**config.mk**
```make
export PLATFORM = sky130hd
export DESIGN_NAME = mul_div_unit
export DESIGN_NICKNAME = d
export VERILOG_FILES = /design/src/rtl/mul_div_unit_pkg.sv /design/src/rtl/mul_div_unit.sv
export SDC_FILE = /design/constraint.sdc
export NUM_CORES = 1
export LEC_CHECK = 0
export ABC_AREA = 1
export ABC_CLOCK_PERIOD_IN_PS = 10020
export BUFFER_PORTS_ARGS = -buffer_cell sky130_fd_sc_hd__buf_2
export CAP_MARGIN = 15
export CORE_ASPECT_RATIO = 0.6
export CORE_MARGIN = 4
export CORE_UTILIZATION = 45
export CTS_BUF_LIST = sky130_fd_sc_hd__clkbuf_8 sky130_fd_sc_hd__clkbuf_16
export CTS_CLUSTER_SIZE = 16
export DETAILED_ROUTE_END_ITERATION = 6
export PLACE_DENSITY = 0.74
export SYNTH_ARGS = -nofsm -noshare
export SYNTH_HDL_FRONTEND = slang
export SYNTH_SLANG_ARGS = --single-unit
```
**constraint.sdc**
```tcl
create_clock -name clk -period 10.02 [get_ports clk]
set_input_delay 3.006 -clock clk [delete_from_list [all_inputs] [get_ports clk]]
set_output_delay 3.006 -clock clk [all_outputs]
set_load 0.005 [all_outputs]
```
**src/rtl/mul_div_unit_pkg.sv**
```systemverilog
// mul_div_unit_pkg: shared operand width, op encodings and FSM state encodings for the mul/div datapath
package mul_div_unit_pkg;
  localparam int DATA_WIDTH = 32;
  typedef enum logic [1:0] {OP_MULT = 2'b00, OP_MULTU = 2'b01, OP_DIV = 2'b10, OP_DIVU = 2'b11} op_e;
  typedef enum logic [1:0] {S_IDLE = 2'b00, S_CALC = 2'b01, S_DONE = 2'b10} state_e;
endpackage

```
**src/rtl/mul_div_unit.sv**
```systemverilog
// mul_div_unit: iterative MULT/MULTU/DIV/DIVU; in_valid/in_ready+op/src_a/src_b in, out_valid/out_ready+hi/lo/div0 out, clk, rst active-low sync
module mul_div_unit #(
  parameter int DATA_WIDTH = mul_div_unit_pkg::DATA_WIDTH
) (
  input  logic                  clk,
  input  logic                  rst,
  input  logic                  in_valid,
  output logic                  in_ready,
  input  logic [1:0]            op,
  input  logic [DATA_WIDTH-1:0] src_a,
  input  logic [DATA_WIDTH-1:0] src_b,
  output logic                  out_valid,
  input  logic                  out_ready,
  output logic [DATA_WIDTH-1:0] hi,
  output logic [DATA_WIDTH-1:0] lo,
  output logic                  div0
);
  import mul_div_unit_pkg::*;
  localparam int W = DATA_WIDTH;
  localparam int CW = $clog2(DATA_WIDTH);
  state_e r_state;
  logic [CW-1:0] r_cnt;
  logic r_go, r_div, r_neg_q, r_neg_r, r_bz, r_div0;
  logic [W-1:0] r_acc, r_q, r_b, r_hi, r_lo;
  logic w_sgn, w_a_neg, w_b_neg, w_bz;
  logic [W-1:0] w_a_mag, w_b_mag, w_acc_n, w_q_n, w_hi_f;
  logic [W:0] w_x, w_y;
  logic [W+1:0] w_sum;
  logic [2*W-1:0] w_prod;
  assign w_sgn = ~op[0];
  assign w_a_neg = w_sgn & src_a[W-1];
  assign w_b_neg = w_sgn & src_b[W-1];
  assign w_a_mag = w_a_neg ? -src_a : src_a;
  assign w_b_mag = w_b_neg ? -src_b : src_b;
  assign w_bz = op[1] & (src_b == '0);
  // shared adder: multiply adds the multiplicand, divide subtracts the divisor (carry out = no borrow)
  assign w_x = r_div ? {r_acc, r_q[W-1]} : {1'b0, r_acc};
  assign w_y = (r_div | r_q[0]) ? {1'b0, r_b} : '0;
  assign w_sum = {1'b0, w_x} + {1'b0, w_y ^ {(W+1){r_div}}} + {{(W+1){1'b0}}, r_div};
  assign w_acc_n = r_div ? (w_sum[W+1] ? w_sum[W-1:0] : w_x[W-1:0]) : w_sum[W:1];
  assign w_q_n = r_div ? {r_q[W-2:0], w_sum[W+1]} : {w_sum[0], r_q[W-1:1]};
  // low half of the negated double word is also the negated quotient
  assign w_prod = r_neg_q ? -{w_acc_n, w_q_n} : {w_acc_n, w_q_n};
  // divide-by-zero leaves |a| in the remainder, so the dividend-sign fix-up restores src_a
  assign w_hi_f = r_div ? (r_neg_r ? -w_acc_n : w_acc_n) : w_prod[2*W-1:W];
  assign in_ready = r_state == S_IDLE;
  assign out_valid = r_state == S_DONE;
  assign hi = r_hi;
  assign lo = r_lo;
  assign div0 = r_div0;
  always_ff @(posedge clk)
    if (!rst) begin
      r_state <= S_IDLE;
      r_cnt <= '0;
      r_go <= 1'b0;
      r_div <= 1'b0;
      r_neg_q <= 1'b0;
      r_neg_r <= 1'b0;
      r_bz <= 1'b0;
      r_acc <= '0;
      r_q <= '0;
      r_b <= '0;
      r_hi <= '0;
      r_lo <= '0;
      r_div0 <= 1'b0;
    end else begin
      case (r_state)
        S_IDLE: if (in_valid) begin
          r_div <= op[1];
          r_neg_q <= (w_a_neg ^ w_b_neg) & ~w_bz;
          r_neg_r <= op[1] & w_a_neg;
          r_bz <= w_bz;
          r_acc <= '0;
          r_q <= w_a_mag;
          r_b <= w_b_mag;
          r_cnt <= '0;
          r_go <= 1'b0;
          r_state <= S_CALC;
        end
        // first CALC cycle is a settle slot so the result lands DATA_WIDTH+1 cycles after accept
        S_CALC: if (!r_go) r_go <= 1'b1;
        else begin
          r_acc <= w_acc_n;
          r_q <= w_q_n;
          r_cnt <= r_cnt + 1'b1;
          if (r_cnt == CW'(W-1)) begin
            r_hi <= w_hi_f;
            r_lo <= w_prod[W-1:0];
            r_div0 <= r_bz;
            r_state <= S_DONE;
          end
        end
        S_DONE: if (out_ready) r_state <= S_IDLE;
        default: r_state <= S_IDLE;
      endcase
    end
endmodule

```
==> qor.txt <==
sequential-to-total area share from yosys stat: 0.234
Synth Net Count: 2660
Worst Setup End Kind: register
area of the multi-input gates: 9500 µm²
NumNets Final: 2727
H-tree levels: 4
initial antenna violation count: 0
HPWL Detailed: 41800 µm
Vias/cell: 5.52
clock-pin slew on the worst setup and hold paths: 0.08 ns
endpoint of the worst register-to-register path: hi[22]
pre-CTS setup slack: 3.57 ns
Global Route Usage Sum: 0.287
Setup Skew: 0.0217 ns
Setup Buffers After CTS: 0
Slew @ Worst Pin: 1.03 ns
Syn. warnings: 0
R2R Path Start: r_div
DRC viols: 0
num ports: 137
I/O Buffers: 136
die height: 149 µm
CP Launch Type: register
Inserted Diodes: 0
r2r worst-path depth: 32
worst-path fanout max: 163
routability-driven placement congestion ratio: 1.05
Tcrit/Tclk final: 0.664
Fill cells: 3414
relative slew slack: 0.305
Routed WL per cell: 17.5 µm
wire length of the first global-routing pass: 82600 µm
cell accounting for the most synthesized area: dfxtp_1
Max VDD drop: 0.148 mV
fraction of layout cells with a size suffix above 1: 0.119
WP data required: 10.35 ns
final cell count without fillers: 3056
Synth-to-Final Area Change: 9.81%
vias in the first global route: 14812
Leak: 0.00808 µW
CP bufs+invs: 5
synthesized flop and latch total: 173
share of the synthesized area in the top cell type: 0.234
Clock Sinks: 173
most frequent CP cell: nand2_1
min Tclk post-route: 6.65 ns
Top FF cell, synth: dfxtp_1
Post-Synthesis Cells: 2552
drt first pass iters: 5
cell area power density: 128 nW/µm²
synthesized area: 14800 µm²
CTS tree: built
EDFF count, synth: 0
status: finished clean
Post-Place Cells: 3023
worst skew pair latency: 0.46 ns
vias: 16868
largest net degree at the start of global routing: 164
RSZ-0062 raised after global routing: no
cts hold-fix bufs: 0
number of max-cap violations: 0
Reg area: 3470 µm²
setup total negative slack: 0 ns
drt initial violations: 2417
FF-to-FF setup slack: 3.37 ns
final setup violation count: 0
Num CTS Buffers: 17
total grt overflow: 0
worst min path class: register to register
Site Rows: 51
Final Hold Viols: 0
CTS Root Cell: clkbuf_16
Die X: 242 µm
Hold Startpoint: r_acc[31]
antenna viol nets, final: 0
Critical Path AT: 6.98 ns
Fmax achieved: 150 MHz
CP max stage delay: 0.71 ns
die footprint: 36000 µm²
ys async rst share: 0
Synth area leaders: dfxtp_1, nand2_1, o21ai_0, inv_1, nor2_1
Post-Syn Area per Cell: 5.80 µm²
Clock Tree Buf Depth: 2
Slew Viols, Final: 0
post-cts sizing count: 0
cell family with most CP delay: simple AND/OR/NAND/NOR gates
core box area: 32400 µm²
Slowest cell on crit path: dfxtp_4
Min-Delay Endpoint: r_acc[31]
most common cell after layout, fill and taps aside: nand2_1
PnR worst setup slack: 3.37 ns
Cell variety after synth: 56
Crit Path Class: register to register
Worst Hold Depth: 2
highest-count cells in the layout ignoring fill and taps: nand2_1, inv_1, o21ai_0, nor2_1, dfxtp_1
Post-Route WL: 53400 µm
Initial Utilization: 0.457
-- Yosys cell counts (7+ instances only) --
library cell	n
a21oi_1	160
a31oi_1	20
buf_2	11
buf_6	7
clkbuf_1	80
dfxtp_1	173
ha_1	37
inv_1	348
nand2_1	686
nand2_2	30
nand3_1	136
nand3_2	13
nand3b_1	8
nand4_1	23
nor2_1	252
nor2_2	27
nor3_1	36
o211ai_1	12
o21ai_0	264
o21ai_1	20
o221ai_1	11
o22ai_1	24
or2_2	28
xnor2_1	35
xor2_1	35
-- layout make-up --
| cell class | count | area share |
|---|---|---|
| multi-input cells | 1914 | 0.584 |
| flip-flops and latches | 173 | 0.213 |
| inverters | 356 | 0.0826 |
| well taps | 424 | 0.0326 |
| clock buffers | 18 | 0.0270 |
| repair buffers | 157 | 0.0528 |
| clock inverters | 14 | 0.00754 |
-- worst min-delay path, stage by stage, from the launching register on --
cell     delay (ns)
dfxtp_1        0.31
nand2_1        0.06
a21oi_1        0.05
-- state kept, by name (all words and copies together), names as in the netlist --
| register | flops |
|---|---|
| div0 | 1 |
| hi | 32 |
| lo | 32 |
| r_acc | 32 |
| r_b | 32 |
| r_bz | 1 |
| r_cnt | 5 |
| r_div | 1 |
| r_go | 1 |
| r_neg_q | 1 |
| r_neg_r | 1 |
| r_q | 32 |
| r_state | 2 |
-- stage by stage --
stage	util	hold WS [ns]	instance area, µm²	total power [µW]
2_1_floorplan	-	0.445	14800	1230
3_3_place_gp	0.484	0.457	15700	1410
3_5_place_dp	0.484	0.460	15700	1420
4_1_cts	0.501	0.470	16200	2070
5_1_grt	0.502	0.495	16300	2200
6_report	0.502	0.471	16300	2090
-- routing by layer --
| layer | up-vias | track usage | wire length (µm) |
|---|---|---|---|
| met4 | 0 | 0.0444 | 498 |
| met5 | - | 0 | 0 |
| li1 | 8352 | - | - |
| met2 | 828 | 0.378 | 20000 |
| met1 | 7639 | 0.461 | 26600 |
| met3 | 49 | 0.0769 | 6320 |
-- cells by family after synthesis --
logic type	share of synthesized area
AO/OA/AOI/OAI	0.198
flip-flops	0.234
adder cells (fa/ha/maj)	0.0326
AND/OR/NAND/NOR	0.369
XOR/XNOR	0.0414
buffers and inverters	0.125
-- power breakdown --
part | internal [µW] | leakage [µW] | switching, µW
logic | 205 | 0.00638 | 492
clock network | 350 | 0.000286 | 308
registers | 716 | 0.00141 | 19.7
-- how the worst max path moves through the flow --
stage,from,to,slack [ns],cells past startpoint
floorplan,r_div,hi[24],4.82,37
global placement,r_div,hi[22],3.84,32
detailed placement,r_div,hi[22],3.57,32
CTS,r_div,hi[22],3.53,32
global route,r_div,hi[18],2.65,32
finish,r_div,hi[22],3.37,32
No activity file was read; power rests on OpenSTA's default activity.
